==> src/rtl/debug_word_serializer.sv <==
// Queues debug words in a small circular FIFO and presents each one as a series of
// chunks to a byte- or bit-serial consumer, advancing one chunk per i_chunk_done.
module debug_word_serializer #(
  parameter int DATA_WIDTH  = 32,
  parameter int CHUNK_WIDTH = 8,
  parameter int DEPTH       = 4,
  parameter bit MSB_FIRST   = 1'b0
) (
  input  logic                           i_clk,
  input  logic                           i_reset_n,
  input  logic                           i_load,
  input  logic [DATA_WIDTH-1:0]          i_data,
  input  logic                           i_chunk_done,
  input  logic                           i_clear_overflow,
  output logic [CHUNK_WIDTH-1:0]         o_chunk,
  output logic                           o_chunk_valid,
  output logic                           o_last_chunk,
  output logic                           o_full,
  output logic                           o_empty,
  output logic [$clog2(DEPTH+1)-1:0]     o_words_pending,
  output logic                           o_overflow
);

  // state   | meaning
  // S_IDLE  | no word in flight, waiting for the FIFO to become non-empty
  // S_FETCH | FIFO head is popped into the active register this edge
  // S_SEND  | active word presented one chunk at a time, o_chunk_valid=1

  localparam int N_CHUNKS = DATA_WIDTH / CHUNK_WIDTH;
  localparam int PTR_W    = (DEPTH > 1) ? $clog2(DEPTH) : 1;
  localparam int CNT_W    = $clog2(DEPTH + 1);
  localparam int IDX_W    = (N_CHUNKS > 1) ? $clog2(N_CHUNKS) : 1;

  localparam logic [PTR_W-1:0] PTR_LAST = PTR_W'(DEPTH - 1);
  localparam logic [CNT_W-1:0] CNT_FULL = CNT_W'(DEPTH);
  localparam logic [IDX_W-1:0] IDX_LAST = IDX_W'(N_CHUNKS - 1);

  typedef enum logic [1:0] {S_IDLE, S_FETCH, S_SEND} state_t;

  state_t                  state;
  logic [DATA_WIDTH-1:0]   mem [DEPTH];
  logic [PTR_W-1:0]        wr_ptr;
  logic [PTR_W-1:0]        rd_ptr;
  logic [CNT_W-1:0]        count;
  logic [DATA_WIDTH-1:0]   active;
  logic [IDX_W-1:0]        chunk_idx;
  logic                    overflow;

  logic                    fifo_full;
  logic                    fifo_nonempty;
  logic                    on_last;
  logic                    wr_en;
  logic                    pop;
  logic [DATA_WIDTH-1:0]   active_shifted;
  logic [CHUNK_WIDTH-1:0]  head_chunk;

  function automatic logic [PTR_W-1:0] ptr_inc(input logic [PTR_W-1:0] p);
    return (p == PTR_LAST) ? '0 : p + 1'b1;
  endfunction

  assign fifo_full     = (count == CNT_FULL);
  assign fifo_nonempty = (count != '0);
  assign on_last       = (chunk_idx == IDX_LAST);

  // A full FIFO refuses the load even when a pop frees a slot on the same edge.
  assign wr_en = i_load && !fifo_full;
  assign pop   = (state == S_FETCH) ||
                 ((state == S_SEND) && i_chunk_done && on_last && fifo_nonempty);

  assign active_shifted = MSB_FIRST ? (active << CHUNK_WIDTH) : (active >> CHUNK_WIDTH);
  assign head_chunk     = MSB_FIRST ? active[DATA_WIDTH-1 -: CHUNK_WIDTH]
                                    : active[CHUNK_WIDTH-1:0];

  always_ff @(posedge i_clk or negedge i_reset_n) begin
    if (!i_reset_n) begin
      state     <= S_IDLE;
      wr_ptr    <= '0;
      rd_ptr    <= '0;
      count     <= '0;
      active    <= '0;
      chunk_idx <= '0;
      overflow  <= 1'b0;
      for (int i = 0; i < DEPTH; i++) mem[i] <= '0;
    end else begin
      if (wr_en) begin
        mem[wr_ptr] <= i_data;
        wr_ptr      <= ptr_inc(wr_ptr);
      end
      if (pop) rd_ptr <= ptr_inc(rd_ptr);
      count <= count + CNT_W'(wr_en) - CNT_W'(pop);

      if (i_load && fifo_full)   overflow <= 1'b1;
      else if (i_clear_overflow) overflow <= 1'b0;

      case (state)
        S_IDLE: begin
          if (fifo_nonempty) state <= S_FETCH;
        end
        S_FETCH: begin
          active    <= mem[rd_ptr];
          chunk_idx <= '0;
          state     <= S_SEND;
        end
        S_SEND: begin
          if (i_chunk_done) begin
            if (!on_last) begin
              active    <= active_shifted;
              chunk_idx <= chunk_idx + 1'b1;
            end else if (fifo_nonempty) begin
              active    <= mem[rd_ptr];
              chunk_idx <= '0;
            end else begin
              active    <= '0;
              chunk_idx <= '0;
              state     <= S_IDLE;
            end
          end
        end
        default: state <= S_IDLE;
      endcase
    end
  end

  assign o_chunk_valid   = (state == S_SEND);
  assign o_chunk         = o_chunk_valid ? head_chunk : '0;
  assign o_last_chunk    = o_chunk_valid && on_last;
  assign o_full          = fifo_full;
  assign o_empty         = !fifo_nonempty && (state == S_IDLE);
  assign o_words_pending = count;
  assign o_overflow      = overflow;

endmodule
==> config.mk <==
export PLATFORM = sky130hd
export DESIGN_NAME = debug_word_serializer
export DESIGN_NICKNAME = d
export VERILOG_FILES = /design/src/rtl/debug_word_serializer.sv
export SDC_FILE = /design/constraint.sdc
export NUM_CORES = 1
export LEC_CHECK = 0
export ABC_AREA = 0
export BUFFER_PORTS_ARGS = -buffer_cell sky130_fd_sc_hd__buf_2
export CORE_ASPECT_RATIO = 0.7
export CORE_MARGIN = 2
export CORE_UTILIZATION = 40
export CTS_CLUSTER_DIAMETER = 200
export DETAILED_ROUTE_END_ITERATION = 7
export HOLD_SLACK_MARGIN = 0.12
export MAX_ROUTING_LAYER = met4
export PLACE_DENSITY_LB_ADDON = 0.1
export RECOVER_POWER = 50
export REMOVE_ABC_BUFFERS = 1
export SYNTH_ARGS = -nofsm -noshare
export SYNTH_HDL_FRONTEND = slang
export SYNTH_SLANG_ARGS = --single-unit
==> constraint.sdc <==
create_clock -name i_clk -period 2.3 [get_ports i_clk]
set_input_delay 0.23 -clock i_clk [delete_from_list [all_inputs] [get_ports i_clk]]
set_output_delay 0.23 -clock i_clk [all_outputs]
set_load 0.005 [all_outputs]
# --- After elaboration in Yosys (flattened, before gate mapping) ---
# Cells that the tools add are included.
totals:
  regBits: 172
  in_bits: 37
  wordCells: 71
op_classes:
  addsub: 5
  magnitude_cmp: 3
  n_eq_ne: 10
  mux: 23
  bitwise: 2
  n_reduce_logical: 17
ops:
  columns: ["operator", "count"]
  rows:
  - ["two-way mux 32 bit", 6]
  - ["bitwise mux 128 bit", 1]
  - ["binary-select mux 32 bit (select 2 bit)", 1]
  - ["demux 32 bit (select 2 bit)", 1]
  - ["case mux 32 bit (2 select lines)", 1]
  - ["two-way mux 2 bit", 8]
  - ["== test 2 bit, second input constant", 4]
  - ["logical AND 1 bit", 8]
  - ["two-way mux 8 bit", 1]
  - ["adder 2 x 1 -> 2 bit, second input constant", 3]
  - [">= comparator 3 bit, second input constant", 2]
  - ["inequality test 2 bit, second input constant", 3]
  - ["NOT 2 -> 3 bit", 2]
  - ["case mux 2 bit (3 select lines)", 1]
  - ["case mux 2 bit (2 select lines)", 1]
  - ["AND reduction 4 bit", 1]
  - ["nonzero test 2 bit", 2]
  - ["adder 3 x 1 -> 3 bit", 1]
  - ["== test 3 bit, second input constant", 1]
  - ["< comparator 3 x 1 -> 1 bit, second input constant", 1]
  - ["nonzero test 3 bit", 1]
  - ["subtractor 3 x 1 -> 3 bit", 1]
  - ["== test 2 x 1 -> 1 bit, second input constant", 1]
  - ["zero test 1 bit", 2]
  - ["5 further kinds", 6]

# --- Logic depth before layout (Yosys ltp) ---
# Gate-level depths: netlist of the first run.
logic_depth:
  word_depth: 8
  mapped_depth: 11
  mapped_depth_nobuf: 10

# --- Least setup slack after synthesis of the first run ---
# OpenSTA, ideal clock, no wires.
synth_timing:
  path_kind: "register to register"
  startpoint: "reg count[1], in the netlist o_words_pending[1]"
  endpoint: "reg count[2], in the netlist o_words_pending[2]"
  setup_time_ps: 128
  t_arrival_ps: 2138
  required_time_ps: 2172
  path_slack_ps: 34
  stages_incl_launch_ff: 11
  n_path_buf: 1
  synth_period_minus_slack_ps: 2266
  cell_sequence: "dfrtp_1 or3b_1 buf_6 nand2_1 ha_1 inv_1 ha_1 inv_1 fa_1 xnor2_1 xnor2_1"
synth_between:
  elab_chain_cells: 5
  word_cells_on_any_way: 8
synth_lines:
  columns: ["element", "line", "source"]
  rows:
  - ["start, declared", "44", "logic [CNT_W-1:0] count;"]
  - ["start signal, assigned", "90", "count <= count + CNT_W'(wr_en) - CNT_W'(pop);"]
  - ["== test 3 bit", "61", "assign fifo_full = (count == CNT_FULL);"]
  - ["zero test 1 bit", "66", "assign wr_en = i_load && !fifo_full;"]
  - ["logical AND 1 bit", "66", null]
  - ["adder 3 x 1 -> 3 bit", "90", null]
  - ["subtractor 3 x 1 -> 3 bit *", "90", null]
# Every way passes the cells marked *; elsewhere a longest branch is shown, timed or not.
# A chain may end at the register's enable or synchronous reset.

# --- Final worst setup path of the first run ---
layout_timing:
  startpoint: "reg count[2], in the netlist o_words_pending[2]"
  endpoint: "reg count[2], in the netlist o_words_pending[2]"
# The elaborated chain is that of the path after synthesis.

==> results of run 1 <==
## how the worst max path moves through the flow
stage	cells past startpoint	to	slack [ns]	startpoint
6_report	9	o_words_pending[2]	0.12	o_words_pending[2]
5_1_grt	9	o_words_pending[2]	-0.001	o_words_pending[0]
4_1_cts	9	o_words_pending[2]	0.04	o_words_pending[0]
3_5_place_dp	9	o_words_pending[2]	0.05	o_words_pending[0]
3_3_place_gp	9	o_words_pending[2]	0.07	o_words_pending[0]
2_1_floorplan	9	o_words_pending[2]	-0.76	state[0]
## routing by layer
metal / up-vias / part of all wire (%)
met2: 63 / 47
met4: 0 / 0.43
li1: 2266 / -
met5: - / 0
met3: 4 / 2.7
met1: 2548 / 50
## flip-flops by register name, summed over array words and instances, names as in the netlist
name	count
o_overflow	1
wr_ptr	2
state	2
o_words_pending	3
rd_ptr	2
active	32
mem	128
chunk_idx	2
## cell families after synthesis
kind of cell,count (synthesis),share of synthesized area (%)
AND/OR/NAND/NOR,87,5.802
XOR/XNOR,2,0.2116
flip-flops,172,51.98
buffers and inverters,53,5.032
adder cells (fa/ha/maj),9,1.451
AO/OA/AOI/OAI,70,5.062
multiplexers,173,30.46
## through the flow
step / setup WS (ns) / area (um2)
finish: 0.1196 / 9746
global route: -0.001149 / 9746
CTS: 0.03537 / 9731
detailed placement: 0.05110 / 8786
global placement: 0.07157 / 8786
floorplan: -0.7567 / 7898
## area by class of cell
| cell class | count | area share, % |
|---|---|---|
| Clock buffer | 19 | 4.648 |
| Clock inverter | 12 | 1.451 |
| Inverter | 9 | 0.3466 |
| Multi-Input combinational cell | 341 | 36.65 |
| Sequential cell | 172 | 44.18 |
| Tap cell | 270 | 3.466 |
| Timing Repair Buffer | 114 | 9.257 |
## cells in the mapped netlist
cell and count:
a21o_1 2, a21oi_1 8, a22o_1 1, a22oi_1 8, a31oi_1 24, a32o_1 1, and2_1 10, and3b_1 1
buf_1 1, buf_12 6, buf_2 9, buf_4 5, buf_6 3, buf_8 6, clkbuf_1 14, dfrtp_1 172
fa_1 1, ha_1 8, inv_1 9, mux2_2 72, mux2_4 60, mux2i_1 9, mux4_2 32, nand2_1 29
nand2b_1 1, nand3_1 9, nand3_4 4, nor2_1 2, nor2b_1 1, nor3_1 26, nor3b_1 1, nor3b_2 1
o21ai_0 25, o31a_2 1, or2_1 1, or3b_1 1, xnor2_1 2
## worst max-delay path: cells and delay by family (launching register included)
family                   cells  cell delay [ns]
adder cells (fa/ha/maj)      3             0.74
AO/OA/AOI/OAI                2             0.56
flip-flops                   1             0.40
XOR/XNOR                     2             0.26
buffers and inverters        2             0.11
## power by group through the flow
stage                     combinational [mW]  clock, mW  sequential (mW)
after floorplan                         4.44          0             5.49
after CTS                               6.53       2.95             5.48
final                                   6.48       2.87             5.47
after global placement                  6.32          0             5.43
after global routing                    7.09       3.11             5.68
after detailed placement                6.45          0             5.53
## what timing repair did
item,CTS,global route
setup buffers,0,3
endpoints found under the hold margin,175,0
resized for setup,0,2
setup endpoints to repair,0,1
hold buffers,35,0
==> key figures, run 1 <==
Routing
  • Via/cell ratio: roughly 5.2
  • DRT Wirelength: between 15000 and 20000 um
  • Routed Antenna Nets: 0
  • DRT iter0 DRCs: 239
  • WL/cell: just under 20 um
  • Total number of vias: roughly 4900
  • Post-route DRC: 0
  • Pre-antenna DRT Iters: 4

Critical path
  • WS Path Type: register to register
  • Worst path max stage delay: around 0.4 ns
  • Worst reg-to-reg setup slack: between 0.1 and 0.15 ns
  • Crit path DAT: between 2 and 2.5 ns
  • Critical path fanouts, max: 3
  • CP required: approximately 2.6 ns
  • Reg-to-reg critical path startpoint: o_words_pending[2]
  • R2R depth: 9
  • Startpoint Class: register
  • Crit. End Element: register
  • FF-to-FF End: o_words_pending[2]
  • Worst path slowest cell: dfrtp_1
  • Crit path cell chain: o31a_2 -> a21o_1 -> ha_1 -> inv_1 -> ha_1 -> inv_1 -> fa_2 -> xnor2_2 -> xnor2_1

Place
  • Routability congestion estimate: 0.7185
  • Post-detail-place hpwl: between 10000 and 15000 um
  • PortBufs: 52
  • Placed cells: between 800 and 900

Final layout
  • Layout cell share with drive strength beyond 1: around 42%
  • Sequential cell area: about 4300 um2
  • Non-filler instance count after layout: ~940
  • Final net count: around 700
  • Final core occ: just under 50%
  • Area Overhead vs Synth: 17.69%
  • Most frequent cells in the layout: dfrtp_1 (171), mux2_2 (72), mux2_4 (60), buf_2 (52), dlygate4sd3_1 (35)
  • Area of the multi-input gates: around 3600 um2
  • Commonest non-fill, non-tap cell in the layout: dfrtp_1
  • Antenna cell count: 0
  • Fillers: about 1800

Die
  • Die Wd: ~180 um
  • Initial Util: 41.26%
  • Chip height: around 120 um
  • # IOs: 53
  • Core ar.: 20070 um2
  • FP Rows: 43
  • Die Area: approximately 22000 um2

GRT
  • Vias in the first global route: approximately 5400
  • Grt met2 use: 27.63%
  • Largest net degree at the start of global routing: 51
  • Total grt overflow: 0
  • Busiest grt layer: met2
  • Initial antenna violation count: 0
  • GRT Overall Usage: between 10% and 20%
  • Grt met1 use: ~25%
  • First-pass GRT wire length: 30200 um
  • GR Util met3: under 10%

STA
  • Post-layout min period: 2.180 ns
  • Fin Hold WS: 0.2331 ns
  • Worst Tran Pin Value: 1.282 ns
  • Final setup viols: 0
  • Tcrit/Tclk final: 94.80%
  • Slew margin rel.: between 10% and 20%
  • Final Hold Violating Endpoints: 0
  • Unrepaired setup endpoints after global routing: true
  • Worst clock skew: 0.01207 ns
  • Total negative slack: 0 ns
  • Max Clk Rate: about 460 MHz
  • Slew Viols, Final: 0

Pwr
  • Leakage: ~4.4 nW
  • Sequential power share: a little under two fifths
  • Switching power: between 4 and 5 mW
  • Peak VDD IR: roughly 620 uV
  • PD cells: roughly 1500 nW/um2
  • Switching share of total power: about 33%
  • Clock power frac: 19.4%
  • Total power: about 15 mW
  • Int Power: 9.925 mW
  • Power share of the combinational group: between 40% and 50%

Yosys
  • Cell area after synthesis: about 8300 um2
  • Syn Area/Cell: approximately 15 um2
  • Top cell type's share of synthesized area: between 50% and 60%
  • Post-synthesis cell type count: 37
  • Top post-synthesis cells by area: dfrtp_1 (52%), mux2_4 (11%), mux2_2 (9.8%)
  • Sequential area share after synthesis: about 52%
  • Synth warn: 0
  • Post-synthesis register bit count: around 170
  • Mapped Cells: ~570
  • Synth area leader: dfrtp_1

Worst hold path
  • Hold Path End: o_overflow
  • Hold Crit Class: primary input to register
  • Hold Path Origin: i_load
  • Hold Path Stages: 2

Clock network
  • Clk slew on worst S/H paths: 0.07 ns
  • CTS tree: done
  • Skew-Pair Late Insertion Delay: about 0.42 ns
  • Clk sinks: between 150 and 200
  • CTS max path bufs: 2
  • Root Driver: clkbuf_16
  • H-tree Lvls: 4
  • CTS buffer count: 17

Job
  • Total of max-cap violations: 0

Run status
  • Outcome: finished, final reports clean
Note: power is estimated with default switching activity, not from simulation.
==> inputs of run 2 (changes only) <==
Settings changed: CORE_MARGIN 2 to default, RECOVER_POWER 50 to default.
==> run 2 against run 1 <==
First-iteration DRC count grew 8.4%. Largest power group unchanged. Via count grew 3.0%. Register-to-register slack lost 0.06 ns. Largest cell class unchanged. Final area grew 0.77%. Critical path type unchanged. Clock skew is essentially flat. Wire length grew 2.2%. Sequential share of layout area shrank 0.32 points. Sequential cell count is the same.
==> key figures, run 2 (synthesis results as in run 1) <==
Final layout
  • Fillers: 1751 (-0.40%)
  • Area of the multi-input gates: 3572 um2 (unchanged)
  • Antenna cell count: 0 (unchanged)
  • Most frequent cells in the layout: dfrtp_1 (170), mux2_2 (72), mux2_4 (60), buf_2 (51), dlygate4sd3_1 (35)
  • Sequential cell area: 4307 um2 (about the same)
  • Commonest non-fill, non-tap cell in the layout: dfrtp_1
  • Area Overhead vs Synth: 18.60%
  • Layout cell share with drive strength beyond 1: 42.19% (-0.24 points)
  • Largest Register: mem
  • Max FFs per register: 128 (unchanged)
  • Final net count: 699 (-0.29%)

Routing
  • Highest metal used: met4
  • Metal-1 WL: 9263 um (+2.5%)
  • DRT iter0 DRCs: 259 (+8.4%)
  • DRT Wirelength: 18550 um (+2.2%)
  • WL/cell: 19.81 um (+2.3%)
  • Total number of vias: 5028 (+3.0%)
  • Via/cell ratio: 5.372 (+3.1%)
  • Wire length on met3: 591 um (+20%)
  • Routed Antenna Nets: 0 (unchanged)
  • Post-route DRC: 0 (unchanged)
  • Pre-antenna DRT Iters: 4 (unchanged)
  • DR WL met2: 8510 um (-0.25%)

Pwr
  • Leakage: 4.398 nW (+1.0%)
  • Peak VDD IR: 601.1 uV (-2.7%)
  • Int Power: 10.15 mW (+2.3%)
  • Switching share of total power: 32.70% (-0.35 points)
  • Switching power: 4.931 mW (+0.67%)
  • Total power: 15.08 mW (+1.7%)
  • Power share of the combinational group: 43.3% (-0.4 points)
  • PD cells: 1536 nW/um2 (+0.97%)
  • Clock power frac: 20.3% (+0.9 points)
  • Sequential power share: 36.5% (-0.4 points)

Die
  • # IOs: 53 (unchanged)
  • FP Rows: 43 (unchanged)
  • Die Area: 21290 um2 (-2.7%)
  • Die Wd: 174.0 um (-1.1%)
  • Initial Util: 41.26% (unchanged)
  • Chip height: 122.4 um (-1.6%)
  • Core ar.: 20070 um2 (unchanged)

STA
  • Tcrit/Tclk final: 97.51% (+2.7 points)
  • Worst clock skew: 0.01227 ns (+0.0001916 ns)
  • Final Hold Violating Endpoints: 0 (unchanged)
  • Worst Tran Pin Value: 0.8991 ns (-0.3833 ns)
  • Final setup viols: 0 (unchanged)
  • Slew Viols, Final: 0 (unchanged)
  • Slew margin rel.: 40.06% (+26 points)
  • Post-layout min period: 2.243 ns (+0.06226 ns)
  • Fin Hold WS: 0.2392 ns (+0.006102 ns)
  • Max Clk Rate: 445.9 MHz (-2.8%)
  • Unrepaired setup endpoints after global routing: true

GRT
  • GRT Overall Usage: 19.34% (+1.0 points)
  • First-pass GRT wire length: 30170 um (about the same)
  • Largest net degree at the start of global routing: 52 (+2.0%)
  • Total grt overflow: 0 (unchanged)
  • Vias in the first global route: 5323 (-1.9%)
  • Initial antenna violation count: 0 (unchanged)

Clock network
  • CTS max path bufs: 2 (unchanged)
  • Postcts setup bufs: 0 (unchanged)
  • Root Driver: clkbuf_16
  • H-tree Lvls: 4 (unchanged)
  • CTS tree: done
  • Clk sinks: 172 (unchanged)
  • Clk slew on worst S/H paths: 0.07 ns (about the same)
  • Skew-Pair Late Insertion Delay: 0.43 ns (about the same)
  • CTS buffer count: 17 (unchanged)

Critical path
  • Worst path max stage delay: 0.42 ns (+0.02 ns)
  • Crit path cell chain: o31a_2 -> a21o_1 -> ha_1 -> inv_1 -> ha_1 -> inv_1 -> fa_2 -> xnor2_2 -> xnor2_1
  • Crit path DAT: 2.56 ns (+0.07 ns)
  • Worst path slowest cell: dfrtp_1
  • Crit. End Element: register
  • Critical path fanouts, max: 5 (+2)
  • FF-to-FF End: o_words_pending[2]
  • CP required: 2.61 ns (about the same)
  • Worst reg-to-reg setup slack: 0.06 ns (-0.06 ns)
  • Startpoint Class: register
  • WS Path Type: register to register
  • Reg-to-reg critical path startpoint: o_words_pending[0]
  • R2R depth: 9 (unchanged)

Worst hold path
  • Hold Crit Class: primary input to register
  • Hold Path Stages: 2 (unchanged)
  • Hold Path Origin: i_load
  • Hold Path End: o_overflow

Run status
  • Outcome: finished, final reports clean

Place
  • PortBufs: 52 (unchanged)
  • Routability congestion estimate: 0.7746 (+7.8%)
  • Post-detail-place hpwl: 12120 um (+5.4%)

Job
  • Total of max-cap violations: 0 (unchanged)
[run 2: cell types whose count changed in the layout (fill, tap and decap cells not counted), sizes merged]
cell      before  now
clkinvlp       5    1
clkbuf        24   22
clkinv         4    5
bufinv         2    4
inv           10    9
buf           74   77
[run 2: worst max-delay path by stage]
stage	from	to	slack (ns)	cells past startpoint
floorplan	state[0]	o_words_pending[2]	-0.76	9
global placement	o_words_pending[0]	o_words_pending[2]	0.09	9
detailed placement	o_words_pending[0]	o_words_pending[2]	0.04	9
CTS	o_words_pending[0]	o_words_pending[2]	0.02	9
global route	o_words_pending[0]	o_words_pending[2]	-0.04	9
finish	o_words_pending[0]	o_words_pending[2]	0.06	9
[run 2: repair_timing]
item | 4_1_cts | 5_1_grt
hold buffers | 35 | 0
gates resized for setup | 0 | 3
hold endpoints to repair | 177 | 0
setup endpoints to repair | 0 | 1
[run 2: critical path: cells and delay by family, from the launching register on]
family	cells	cell delay (ns)
flip-flops	1	0.42
adder cells (fa/ha/maj)	3	0.76
buffers and inverters	2	0.11
AO/OA/AOI/OAI	2	0.57
XOR/XNOR	2	0.27
[run 2: final cells by class]
class	instances	share of cell area (%)
Tap cell	270	3.440
Clock buffer	22	4.727
Sequential cell	172	43.85
Inverter	9	0.3440
Timing Repair Buffer	112	9.594
Clock inverter	10	1.669
Multi-Input combinational cell	341	36.37
[run 2: power groups by stage]
stage | Clock [mW] | Combinational [mW] | Sequential [mW]
after global routing | 3.25 | 7.11 | 5.70
final | 3.06 | 6.52 | 5.50
after floorplan | 0 | 4.44 | 5.49
after detailed placement | 0 | 6.52 | 5.54
after global placement | 0 | 6.36 | 5.45
after CTS | 3.13 | 6.59 | 5.50
[run 2: per-stage QoR]
| step | setup slack [ns] | cells | utilization, % | cell area (um2) | TNS, ns |
|---|---|---|---|---|---|
| 2_1_floorplan | -0.7567 | 522 | - | 7898 | -8.442 |
| 3_3_place_gp | 0.09148 | 869 | 44.01 | 8831 | 0 |
| 3_5_place_dp | 0.04327 | 869 | 44.01 | 8831 | 0 |
| 4_1_cts | 0.01958 | 936 | 48.88 | 9809 | 0 |
| 5_1_grt | -0.03943 | 936 | 48.94 | 9821 | -0.03943 |
| 6_report | 0.05733 | 936 | 48.94 | 9821 | 0 |
[run 2: per-layer routing]
layer | up-vias | global-route usage (%)
met1 | 2666 | 26.82
met4 | 0 | 4.770
met2 | 92 | 29.63
met5 | - | -
met3 | 18 | 3.377
li1 | 2252 | -
==> inputs of run 3 (changes only) <==
Clock period 2.3 ns to 2.6 ns, I/O delays scaled along.
==> run 3 against run 2 <==
Setup slack improved by 0.17 ns. Clock skew shrank 0.0036 ns. Clock power fell by 21%. Sequential cell count is the same. Global-route usage down 0.075 points. Non-clock buffer count is 4 lower. Register-to-register slack gained 0.21 ns. Total power shrank 14%. Largest cell class unchanged. Critical endpoint is now o_chunk[7]. Die area is the same. Largest power group unchanged. Utilization down 0.99 points. Critical path depth fell by 3.
==> key figures, run 3 (synthesis results as in run 1) <==
Run status
  • Outcome: finished, final reports clean

Critical path
  • Crit path DAT: 2.11 ns (-0.45 ns)
  • Cell mode on critical path: buf_4
  • Worst path slowest cell: dfrtp_1
  • Startpoint Class: register
  • Critical path fanouts, max: 25 (+20)
  • CP required: 2.34 ns (-0.27 ns)
  • Reg-to-reg critical path startpoint: o_words_pending[1]
  • Crit path cell chain: buf_4 -> nand2b_1 -> buf_4 -> inv_1 -> and2_1 -> buf_2
  • Worst path max stage delay: 0.43 ns (about the same)
  • Crit. End Element: primary output
  • R2R depth: 9 (unchanged)
  • CP Capture Point: o_chunk[7]
  • WS Path Type: register to primary output
  • Worst reg-to-reg setup slack: 0.27 ns (+0.21 ns)
  • FF-to-FF End: o_words_pending[2]
  • Crit. Startpoint: state[0]

Clock network
  • Clk sinks: 172 (unchanged)
  • Post-CTS resize count: 0 (unchanged)
  • CTS max path bufs: 2 (unchanged)
  • CTS tree: done
  • Root Driver: clkbuf_16
  • CTS buffer count: 17 (unchanged)
  • H-tree Lvls: 4 (unchanged)
  • Skew-Pair Late Insertion Delay: 0.42 ns (about the same)
  • Clk slew on worst S/H paths: 0.07 ns (about the same)

Final layout
  • Most frequent cells in the layout: dfrtp_1 (171), mux2_2 (72), mux2_4 (60), buf_2 (51), dlygate4sd3_1 (34)
  • Layout cell share with drive strength beyond 1: 41.21% (-0.98 points)
  • Final net count: 695 (-0.57%)
  • Max FFs per register: 128 (unchanged)
  • Post-route cell area: 9623 um2 (-2.0%)
  • Area Overhead vs Synth: 16.21%
  • Antenna cell count: 0 (unchanged)
  • Commonest non-fill, non-tap cell in the layout: dfrtp_1
  • Largest Register: mem

STA
  • Max Clk Rate: between 400 and 500 MHz
  • Worst Tran Pin Value: 0.7030 ns (-0.1961 ns)
  • Final Hold Violating Endpoints: 0 (unchanged)
  • Tcrit/Tclk final: 91.33%
  • Final setup viols: 0 (unchanged)
  • Slew margin rel.: 53.13% (+13 points)
  • Post-layout min period: between 2 and 2.5 ns
  • Worst clock skew: 0.008672 ns (-0.003593 ns)
  • Fin worst setup slack: 0.2255 ns (+0.1682 ns)
  • Unrepaired setup endpoints after global routing: false
  • Slew Viols, Final: 0 (unchanged)
  • Total negative slack: 0 ns (unchanged)

Pwr
  • Leakage: 4.304 nW (-2.2%)
  • PD cells: 1343 nW/um2 (-13%)
  • Peak VDD IR: 551.8 uV (-8.2%)

Place
  • Setup WS pre-CTS: 0.2873 ns (+0.2441 ns)
  • Routability congestion estimate: 0.7427 (-4.1%)
  • Post-detail-place hpwl: 11900 um (-1.8%)
  • PortBufs: 52 (unchanged)
  • Dpl cell area: 8733 um2 (-1.1%)

Worst hold path
  • Hold Path Stages: 2 (unchanged)
  • Hold Path Origin: i_data[0]
  • Hold Crit Class: primary input to register

Job
  • Total of max-cap violations: 0 (unchanged)

Routing
  • WL/cell: 19.65 um (-0.83%)
  • Total number of vias: 4934 (-1.9%)
  • Post-route DRC: 0 (unchanged)
  • Routed Antenna Nets: 0 (unchanged)
  • DRT Wirelength: 18270 um (-1.5%)
  • Via/cell ratio: 5.305 (-1.2%)
  • Pre-antenna DRT Iters: 5 (+1)
  • DRT iter0 DRCs: 244 (-5.8%)

GRT
  • First-pass GRT wire length: 30020 um (-0.50%)
  • Vias in the first global route: 5274 (-0.92%)
  • GRT Overall Usage: 19.26% (-0.075 points)
  • Initial antenna violation count: 0 (unchanged)
  • Total grt overflow: 0 (unchanged)
  • Largest net degree at the start of global routing: 81 (+56%)

Die
  • Core ar.: 20070 um2 (unchanged)
  • Die Wd: 174.0 um (unchanged)
  • Die Area: 21290 um2 (unchanged)
  • FP Rows: 43 (unchanged)
  • Initial Util: 41.26% (unchanged)
  • Chip height: 122.4 um (unchanged)
  • # IOs: 53 (unchanged)
-- run 3: changes by cell type in the layout (fill, tap and decap cells not counted), moves of 2 or more --
cell / before / now
buf_12: 11 / 5
buf_4: 14 / 17
clkinv_4: 3 / 0
bufinv_16: 4 / 2
clkinv_2: 2 / 4
-- run 3: worst min path at each step --
stage                 endpoint
floorplan            active[0]
global placement    active[12]
detailed placement  active[12]
CTS                    mem[32]
global route           mem[32]
finish                 mem[32]
-- run 3: critical path: cells and delay by family, from the launching register on --
family / cells / cell delay, ns
buf+inv: 4 / 0.88
flops: 1 / 0.43
simple gates: 2 / 0.37
-- run 3: final cells by class --
cell class / count / area, um2
Clock buffer: 22 / 454.2
Clock inverter: 8 / 95.09
Sequential cell: 172 / 4305
Multi-Input combinational cell: 341 / 3562
Tap cell: 270 / 337.8
Timing Repair Buffer: 108 / 834.6
Inverter: 9 / 33.78
Fill cell: 1787 / 10450
-- run 3: power by group --
group / internal [mW] / total (mW) / leakage, nW / switching (mW)
clock: 1.42 / 2.43 / 0.266 / 1.00
combinational: 3.14 / 5.54 / 2.01 / 2.40
sequential: 4.09 / 4.96 / 2.03 / 0.870
total: 8.65 / 12.9 / 4.30 / 4.27
-- run 3: what timing repair did --
item                      4_1_cts  5_1_grt
setup buffers                   0        0
hold endpoints to repair      161        0
hold buffers                   34        0
-- run 3: metal layers --
| metal | up-vias | global-route usage (%) | wire [um] |
|---|---|---|---|
| met4 | 0 | 5.263 | 63 |
| met1 | 2585 | 26.60 | 9005 |
| li1 | 2256 | - | - |
| met3 | 4 | 4.120 | 874 |
| met2 | 89 | 28.83 | 8330 |
| met5 | - | - | 0 |
-- run 3: per-stage QoR --
| step | std cells | util (%) | power, mW | hold slack, ns |
|---|---|---|---|---|
| after floorplan | 522 | - | 8.781 | -0.03559 |
| after CTS | 930 | 47.95 | 13.10 | 0.1235 |
| final | 930 | 47.95 | 12.93 | 0.1425 |
| after global placement | 866 | 43.52 | 10.37 | 0.2336 |
| after detailed placement | 866 | 43.52 | 10.57 | 0.2245 |
| after global routing | 930 | 47.95 | 13.82 | 0.1251 |
